**src/rtl/uart_pkg.sv**
```systemverilog
// uart_pkg: types and constants shared by the UART receive controller files.
//   state_t    : receive sequencer states
//   FRAME_BITS : bits per frame (8 data + parity + stop)
//   DATA_BITS  : data bits per frame
//   PARITY_IDX : parity bit position in the SIPO frame
//   STOP_IDX   : stop bit position in the SIPO frame
package uart_pkg;

  typedef enum logic [2:0] {
    IDLE,
    START,
    DATA,
    CHECK,
    WAIT_HIGH
  } state_t;

  localparam int unsigned FRAME_BITS = 10;
  localparam int unsigned DATA_BITS  = 8;
  localparam int unsigned PARITY_IDX = 8;
  localparam int unsigned STOP_IDX   = 9;

endpackage

```
**src/rtl/uart_rx_filter.sv**
```systemverilog
// uart_rx_filter: synchronises the raw serial line and produces the filtered
// line value used by the receive sequencer and the SIPO.
// Optional macro UART_RX_MAJORITY_EN: when defined, rx_bit is the majority of
// the last three synchronised samples taken on baud_tick (rejects one-tick
// glitches, adds one baud_tick of delay). When undefined, rx_bit is the
// synchroniser output.
//   clk       in  system clock
//   rst       in  synchronous active-high reset
//   baud_tick in  oversampled baud pulse
//   rx_in     in  raw asynchronous serial line (idle high)
//   rx_bit    out filtered line value (1 after reset)
module uart_rx_filter
  import uart_pkg::*;
(
  input  logic clk,
  input  logic rst,
  input  logic baud_tick,
  input  logic rx_in,
  output logic rx_bit
);

  logic [1:0] sync;

  // Reset to the idle-high level so no false start is seen after reset.
  always_ff @(posedge clk) begin
    if (rst) begin
      sync <= '1;
    end else begin
      sync <= {sync[0], rx_in};
    end
  end

`ifdef UART_RX_MAJORITY_EN
  logic [2:0] hist;

  always_ff @(posedge clk) begin
    if (rst) begin
      hist <= '1;
    end else if (baud_tick) begin
      hist <= {hist[1:0], sync[1]};
    end
  end

  always_comb begin
    rx_bit = (hist[0] & hist[1]) | (hist[0] & hist[2]) | (hist[1] & hist[2]);
  end
`else
  logic unused_tick;

  always_comb begin
    unused_tick = baud_tick;
    rx_bit      = sync[1];
  end
`endif

endmodule

```
**src/rtl/uart_rx_ctrl.sv**
```systemverilog
// uart_rx_ctrl: receive-side sequencer for a 10-bit UART frame
// (8 data LSB-first, parity, stop) captured by an external SIPO.
// Optional macro UART_RX_MAJORITY_EN selects the majority-vote line filter.
//   clk         in  system clock
//   rst         in  synchronous active-high reset
//   baud_tick   in  one-clk pulse at OVERSAMPLE x baud rate
//   rx_in       in  raw serial line, idle high
//   frame_in    in  SIPO contents: [7:0] data, [8] parity, [9] stop
//   rx_bit      out filtered line value, feeds the SIPO serial input
//   run_shift   out SIPO enable, high throughout DATA
//   sample_done out one-clk SIPO shift strobe at each mid-bit
//   data_out    out last received byte, held until the next frame
//   data_valid  out one-clk pulse when data_out updates
//   parity_err  out parity error, qualified by data_valid
//   frame_err   out stop bit was 0, qualified by data_valid
//   busy        out high in any state other than IDLE
module uart_rx_ctrl
  import uart_pkg::*;
#(
  parameter int OVERSAMPLE = 16,
  parameter int PARITY_ODD = 0
) (
  input  logic                  clk,
  input  logic                  rst,
  input  logic                  baud_tick,
  input  logic                  rx_in,
  input  logic [FRAME_BITS-1:0] frame_in,
  output logic                  rx_bit,
  output logic                  run_shift,
  output logic                  sample_done,
  output logic [DATA_BITS-1:0]  data_out,
  output logic                  data_valid,
  output logic                  parity_err,
  output logic                  frame_err,
  output logic                  busy
);

  localparam int TW = $clog2(OVERSAMPLE);
  localparam logic [TW-1:0] TICK_MAX = TW'(OVERSAMPLE - 1);
  localparam logic [TW-1:0] TICK_MID = TW'(OVERSAMPLE / 2 - 1);
  localparam logic [3:0]    BIT_END  = 4'(FRAME_BITS);

  state_t               state, state_nxt;
  logic [TW-1:0]        tick_cnt, tick_nxt;
  logic [3:0]           bit_idx, bit_nxt;
  logic                 sample_nxt, valid_nxt, perr_nxt, ferr_nxt;
  logic [DATA_BITS-1:0] data_nxt;

  uart_rx_filter u_filter (
    .clk       (clk),
    .rst       (rst),
    .baud_tick (baud_tick),
    .rx_in     (rx_in),
    .rx_bit    (rx_bit)
  );

  always_ff @(posedge clk) begin
    if (rst) begin
      state       <= IDLE;
      tick_cnt    <= '0;
      bit_idx     <= '0;
      sample_done <= 1'b0;
      data_valid  <= 1'b0;
      parity_err  <= 1'b0;
      frame_err   <= 1'b0;
      data_out    <= '0;
    end else begin
      state       <= state_nxt;
      tick_cnt    <= tick_nxt;
      bit_idx     <= bit_nxt;
      sample_done <= sample_nxt;
      data_valid  <= valid_nxt;
      parity_err  <= perr_nxt;
      frame_err   <= ferr_nxt;
      data_out    <= data_nxt;
    end
  end

  always_comb begin
    state_nxt  = state;
    tick_nxt   = tick_cnt;
    bit_nxt    = bit_idx;
    sample_nxt = 1'b0;
    valid_nxt  = 1'b0;
    perr_nxt   = 1'b0;
    ferr_nxt   = 1'b0;
    data_nxt   = data_out;

    case (state)
      IDLE: begin
        if (baud_tick && !rx_bit) begin
          state_nxt = START;
          tick_nxt  = '0;
        end
      end

      START: begin
        if (baud_tick) begin
          if (tick_cnt == TICK_MID) begin
            tick_nxt  = '0;
            bit_nxt   = '0;
            state_nxt = rx_bit ? IDLE : DATA;
          end else begin
            tick_nxt = tick_cnt + 1'b1;
          end
        end
      end

      DATA: begin
        // The exit test does not wait for baud_tick: the 10th shift lands in
        // the SIPO on the edge that enters CHECK.
        if (bit_idx == BIT_END) begin
          state_nxt = CHECK;
          tick_nxt  = '0;
          bit_nxt   = '0;
        end else if (baud_tick) begin
          if (tick_cnt == TICK_MAX) begin
            tick_nxt   = '0;
            bit_nxt    = bit_idx + 1'b1;
            sample_nxt = 1'b1;
          end else begin
            tick_nxt = tick_cnt + 1'b1;
          end
        end
      end

      CHECK: begin
        data_nxt  = frame_in[DATA_BITS-1:0];
        perr_nxt  = (^frame_in[PARITY_IDX:0]) ^ (PARITY_ODD != 0);
        ferr_nxt  = ~frame_in[STOP_IDX];
        valid_nxt = 1'b1;
        state_nxt = frame_in[STOP_IDX] ? IDLE : WAIT_HIGH;
      end

      WAIT_HIGH: begin
        // Holding here until the line idles keeps a break from retriggering.
        if (baud_tick && rx_bit) begin
          state_nxt = IDLE;
        end
      end

      default: begin
        state_nxt = IDLE;
      end
    endcase
  end

  always_comb begin
    run_shift = (state == DATA);
    busy      = (state != IDLE);
  end

endmodule

```
**config.mk**
```make
export PLATFORM = sky130hd
export DESIGN_NAME = uart_rx_ctrl
export DESIGN_NICKNAME = d
export VERILOG_FILES = /design/src/rtl/uart_pkg.sv /design/src/rtl/uart_rx_filter.sv /design/src/rtl/uart_rx_ctrl.sv
export SDC_FILE = /design/constraint.sdc
export NUM_CORES = 1
export LEC_CHECK = 0
export ABC_AREA = 1
export ABC_CLOCK_PERIOD_IN_PS = 3400
export BUFFER_PORTS_ARGS = -buffer_cell sky130_fd_sc_hd__buf_2
export CAP_MARGIN = 20
export CORE_ASPECT_RATIO = 0.9
export CORE_UTILIZATION = 40
export DETAILED_ROUTE_END_ITERATION = 10
export PLACE_DENSITY = 0.6
export SLEW_MARGIN = 20
export SYNTH_ARGS = -nofsm -noshare
export SYNTH_HDL_FRONTEND = slang
export SYNTH_HIERARCHICAL = 1
export SYNTH_SLANG_ARGS = --single-unit
```
**constraint.sdc**
```tcl
create_clock -name clk -period 3.4 [get_ports clk]
set_input_delay 0.68 -clock clk [delete_from_list [all_inputs] [get_ports clk]]
set_output_delay 0.68 -clock clk [all_outputs]
set_load 0.02 [all_outputs]
```
==> metrics.txt, run 1 <==
count of cell types in the netlist 23; Bufs and invs on worst path 2; CP max FO 5; worst-margin pin slew 0.662 ns; Routed WL 2730 µm; Req. time, crit path 2.72 ns; clock latency on the worst-skew pair 0.27 ns; ANT cells 0; Place WS 1.69 ns; die area 3580 µm²; pin count of the biggest net entering global routing 16; post-synthesis register bit count 25; flop-to-flop setup slack 1.67 ns; register area 500 µm²; area of the mapped netlist 1340 µm²; Final Hold Viols 0; startpoint types flip-flop; Routed Antenna Nets 0; Worst Slack Setup Final 1.55 ns; Rows 19; Yosys top cell area share 0.374; worst hold margin 0.429 ns; GPL Wtd Cong 0.831; Layout Nets 249; area of the multi-input gates 723 µm²; top cell type by total area after synthesis dfxtp_1; max_slew headroom 0.557; Post-synth EDFFs 0; Period minus WS final 1.85 ns; wire per inst 10.0 µm; endpoints failing setup 0; CTS clk-pin slew, worst paths 0.09 ns; CP peak stage delay 0.39 ns; CP top delay family flip-flops; Vias 1233; Yosys warning count 6; layout cells sized above 1 0.229; status finished, final reports clean; Die X-Extent 63.0 µm; Cells after Synth 201; R2R Path End state[2]$_SDFFE_PP0P_; Initial Util 0.429; vias in the first global route 1060; Synth Flop Type dfxtp_1; fraction of registers with async set/reset 0; I/O Pins 29; Setup TNS 0 ns; Hold EP u_filter/sync[1]$_SDFF_PP1_; total CTS buffers 3; CTS resizes 0; Max-cap violations 0; GRT overflow 0; fmax 540 MHz; clk buf depth 2; FF-to-FF Start state[1]$_SDFFE_PP0P_; Seq/Total Area, Yosys 0.374; CTS tree done; clock sink count 25; initial antenna violation count 0; area of the core 3110 µm²; Leakage 0.796 nW; H-tree depth 1; CTS Root Cell clkbuf_8; synth top area cells dfxtp_1 (37%), nand2_1 (12%), nor2_1 (9.8%); first-pass GRT wire length 4630 µm; critical path type reg2out; vias per inst 4.52; Syn Nets 218; clock skew 0.00794 ns; area grow syn2layout 17.1%; path depth of the worst reg2reg path 5; fin. max-slew vios 0; Die Y 56.9 µm; RSZ-0062 raised after global routing false; hold path start u_filter/sync[0]$_SDFF_PP1_; Initial DRC Count 59; Hold Path Depth 2; PD cells 427 nW/µm²; peak supply drop 0.242 mV; average size of a mapped cell 6.65 µm²; hold crit path type reg2reg; Period Utilization, post-route 0.545; CP endpoint kind primary output; Port Buffers 28; crit path max-delay cell type dfxtp_1; TritonRoute pass-1 iters 4; hold_buf cts 0; DP Wirelength 2140 µm; Critical Path AT 1.17 ns; All-Layer GR Usage 0.165; # fillers 329; Post-CTS Repair Setup Buffers 0; worst-path cell chain inv_1, nand2_1, nor2_2, buf_2; DR DRC count 0
[logic make-up (layout without fill, tap and decap cells)]
logic type	after synthesis	count (layout)	share of synthesized area
flops	25	25	0.374
xor+xnor	3	3	0.0196
compound gates	21	21	0.0814
fa+ha+maj	3	3	0.0281
simple gates	119	119	0.412
buf+inv	30	60	0.0851
[how the worst max path moves through the flow]
| stage | slack [ns] | depth (start not counted) | from | end |
|---|---|---|---|---|
| 3_3_place_gp | 1.71 | 5 | state[1]$_SDFFE_PP0P_ | state[2]$_SDFFE_PP0P_ |
| 5_1_grt | 1.50 | 4 | state[0]$_SDFFE_PP0P_ | run_shift |
| 2_1_floorplan | 1.98 | 7 | baud_tick | tick_cnt[2]$_SDFFE_PP0P_ |
| 4_1_cts | 1.55 | 4 | state[0]$_SDFFE_PP0P_ | run_shift |
| 3_5_place_dp | 1.69 | 5 | state[1]$_SDFFE_PP0P_ | state[2]$_SDFFE_PP0P_ |
| 6_report | 1.55 | 4 | state[0]$_SDFFE_PP0P_ | run_shift |
[synth_stat cells, types with 2 or more instances]
master,number
inv_1,22
nor2_4,4
o21ai_0,12
nand2_2,8
a21oi_1,7
dfxtp_1,25
inv_2,6
xor2_1,3
nand3_1,19
nand2_1,42
nand3b_1,2
nor2_1,35
nor2_2,2
ha_1,3
nand4_1,3
[cells in the final DEF, fill, tap and decap left out, drive strengths merged]
| cell type | instances |
|---|---|
| dfxtp | 25 |
| nor2 | 41 |
| nand2 | 50 |
| nand3 | 19 |
| inv | 28 |
| or2 | 3 |
| a21oi | 7 |
| clkbuf | 4 |
| nand4 | 3 |
| nor4 | 1 |
| nand3b | 2 |
| o21ai | 14 |
| buf | 28 |
| ha | 3 |
| xor2 | 3 |
[worst min-delay path, stage by stage, from the launching register on]
cell and delay [ns]:
dfxtp_1 0.32, inv_1 0.04, nand2_1 0.05
[area by class of cell]
cell class / instances / share of cell area
sequential: 25 / 0.319
inverter: 28 / 0.0671
multi-input combinational: 146 / 0.462
clock buffer: 4 / 0.0288
tap: 42 / 0.0335
timing repair buffer: 28 / 0.0895
[sequential cells by signal (all words and copies together) (netlist names)]
name	cells
frame_err	1
bit_idx	4
tick_cnt	4
u_filter/sync	2
data_valid	1
parity_err	1
sample_done	1
state	3
data_out	8
[routing by layer]
metal,vias up,track usage,routed length [µm]
li1,687,-,-
met5,-,0,0
met2,20,0.233,1080
met4,0,0.0664,42
met3,4,0.0467,103
met1,522,0.231,1510
[through the flow]
| step | total power [mW] | cell area (µm²) | std cells | utilization |
|---|---|---|---|---|
| floorplan | 0.460 | 1340 | 201 | - |
| CTS | 0.676 | 1570 | 273 | 0.503 |
| detailed placement | 0.500 | 1520 | 269 | 0.489 |
| finish | 0.668 | 1570 | 273 | 0.503 |
| global route | 0.716 | 1570 | 273 | 0.503 |
| global placement | 0.502 | 1520 | 269 | 0.489 |
[where the power goes]
group          internal, mW  leakage (nW)  total, mW  switching [mW]
combinational        0.0588         0.571      0.159           0.100
clock                0.0838        0.0228      0.175          0.0915
sequential            0.311         0.203      0.334          0.0228
(Power assumes the default switching activity.)
==> inputs of run 2 (changes only) <==
ABC_CLOCK_PERIOD_IN_PS = 1750   (was 3400)
clock period = 1.75 ns   (was 3.4 ns; I/O delays follow)
==> run 2 against run 1 <==
Against the previous run: total power grew 97%; sequential share of layout area fell by 0.17 points; setup slack worse by 1.3 ns; cell count increased by 0.37%; register-to-register slack got worse by 1.4 ns; cell area up 0.80%; sequential power up 95%; sequential cell count unchanged; combinational power is 97% higher; critical path type unchanged; largest cell class unchanged; largest power group unchanged; highest routed layer unchanged.
==> metrics.txt, run 2 (same netlist as run 1, synthesis figures left out) <==
status finished, final reports clean (unchanged); peak supply drop 0.638 mV (was 0.242 mV); area grow syn2layout 18.1% (was 17.1%); ANT cells 0 (unchanged); Initial Util 0.429 (unchanged); CP endpoint kind primary output (unchanged); GRT overflow 0 (unchanged); vias per inst 4.56 (was 4.52); fmax 649 MHz; clk buf depth 2 (unchanged); CTS Root Cell clkbuf_8 (unchanged); worst hold margin 0.231 ns (was 0.429 ns); register area 502 µm² (was 500 µm²); wire per inst 10.1 µm (was 10.0 µm); largest register by flop count data_out (unchanged); H-tree depth 1 (unchanged); biggest regs data_out (8), bit_idx (4), tick_cnt (4) (unchanged); Port Buffers 28 (unchanged); Hold Path Depth 2 (unchanged); clock skew 0.00318 ns (was 0.00794 ns); Die Y 56.9 µm (unchanged); CP peak stage delay 0.46 ns (was 0.39 ns); GR Util met1 0.244 (was 0.231); Final Instance Area 1580 µm² (was 1570 µm²); clock latency on the worst-skew pair 0.27 ns (about the same); die area 3580 µm² (unchanged); layout cells sized above 1 0.241 (was 0.229); gr busiest metal met2 (unchanged); fin. max-slew vios 0 (unchanged); M3 GR Usage 0.0467 (unchanged); startpoint types flip-flop (unchanged); GPL Wtd Cong 0.824 (was 0.831); CP max FO 6 (was 5); Period minus WS final 1.54 ns; GR Util met2 0.260 (was 0.233); path depth of the worst reg2reg path 10 (was 5); PD cells 835 nW/µm² (was 427 nW/µm²); All-Layer GR Usage 0.180 (was 0.165); Max-cap violations 0 (unchanged); worst-path cell chain nand2_1, nor2_2, buf_2 (was inv_1, nand2_1, nor2_2, buf_2); pin count of the biggest net entering global routing 16 (unchanged); Final Hold Viols 0 (unchanged); most common cell after layout, fill and taps aside nand2_1 (unchanged); total CTS buffers 3 (unchanged); CTS clk-pin slew, worst paths 0.09 ns (about the same); Worst Slack Setup Final 0.210 ns (was 1.55 ns); TritonRoute pass-1 iters 4 (unchanged); vias in the first global route 1137 (was 1060); Period Utilization, post-route 0.880; I/O Pins 29 (unchanged); area of the core 3110 µm² (unchanged); DP Wirelength 2140 µm (about the same); RSZ-0062 raised after global routing false (unchanged); worst-margin pin slew 0.391 ns (was 0.662 ns); DR DRC count 0 (unchanged); first-pass GRT wire length 4980 µm (was 4630 µm); hold crit path type in2reg (was reg2reg); Leakage 0.801 nW (was 0.796 nW); Layout Nets 250 (was 249); Die X-Extent 63.0 µm (unchanged); Routed WL 2760 µm (was 2730 µm); max_slew headroom 0.739 (was 0.557); Initial DRC Count 62 (was 59); CTS tree done (unchanged); Post-CTS Repair Setup Buffers 0 (unchanged); Req. time, crit path 1.40 ns (was 2.72 ns); placed instance area 1530 µm² (was 1520 µm²); critical path type reg2out (unchanged); Routed Antenna Nets 0 (unchanged); Place WS 0.191 ns (was 1.69 ns); crit path max-delay cell type dfxtp_1 (unchanged); area of the multi-input gates 723 µm² (unchanged); Rows 19 (unchanged); Critical Path AT 1.19 ns (was 1.17 ns); endpoints failing setup 0 (unchanged); flop-to-flop setup slack 0.23 ns (was 1.67 ns); Vias 1250 (was 1233); # fillers 327 (was 329); most frequent cells in the layout nand2_1 (42), nor2_1 (35), buf_2 (28) (unchanged); initial antenna violation count 0 (unchanged); max FFs per register 8 (unchanged); clock sink count 25 (unchanged); Setup TNS 0 ns (unchanged)
## run 2: changes by cell type in the layout (fill, tap and decap cells not counted)
cell | before | now
buf_4 | 0 | 1
clkbuf_1 | 1 | 0
clkinvlp_4 | 0 | 1
dfxtp_1 | 25 | 24
dfxtp_2 | 0 | 1
## run 2: area by class of cell
type | count | area share
Clock inverter | 1 | 0.00475
Multi-Input combinational cell | 146 | 0.458
Inverter | 28 | 0.0666
Timing Repair Buffer | 29 | 0.0935
Tap cell | 42 | 0.0333
Clock buffer | 3 | 0.0261
Sequential cell | 25 | 0.318
## run 2: report_power, final
group / switching [mW] / leakage (nW) / internal [mW] / total, mW
registers: 0.0447 / 0.203 / 0.606 / 0.650
logic: 0.199 / 0.576 / 0.115 / 0.314
clock network: 0.192 / 0.0217 / 0.162 / 0.354
## run 2: per-stage QoR
stage | power [mW] | utilization | instances
6_report | 1.32 | 0.507 | 274
5_1_grt | 1.41 | 0.507 | 274
4_1_cts | 1.33 | 0.507 | 274
3_5_place_dp | 0.974 | 0.491 | 270
3_3_place_gp | 0.978 | 0.491 | 270
2_1_floorplan | 0.893 | - | 201
## run 2: path summary, 6_finish.rpt
kind / start / to
hold reg to reg: u_filter/sync[0]$_SDFF_PP1_ / u_filter/sync[1]$_SDFF_PP1_
hold / removal: frame_in[9] / frame_err$_SDFF_PP0_
setup / recovery: state[1]$_SDFFE_PP0P_ / run_shift
setup reg to reg: bit_idx[0]$_SDFFE_PP0P_ / bit_idx[0]$_SDFFE_PP0P_
## run 2: worst max-delay path, delay by kind of cell (launching register included)
kind	cells	cell delay, ns
simple gates	2	0.26
flops	1	0.46
buf+inv	1	0.20
## run 2: repair_timing
action / in CTS / in global routing
hold buffers: 0 / 0
endpoints found under the setup margin: 0 / 2
gates resized for setup: 0 / 1
## run 2: layer usage
| metal | wire (µm) | vias up |
|---|---|---|
| met5 | 0 | - |
| met4 | 47 | 0 |
| met3 | 103 | 5 |
| met2 | 1110 | 19 |
| met1 | 1500 | 535 |
| li1 | - | 691 |
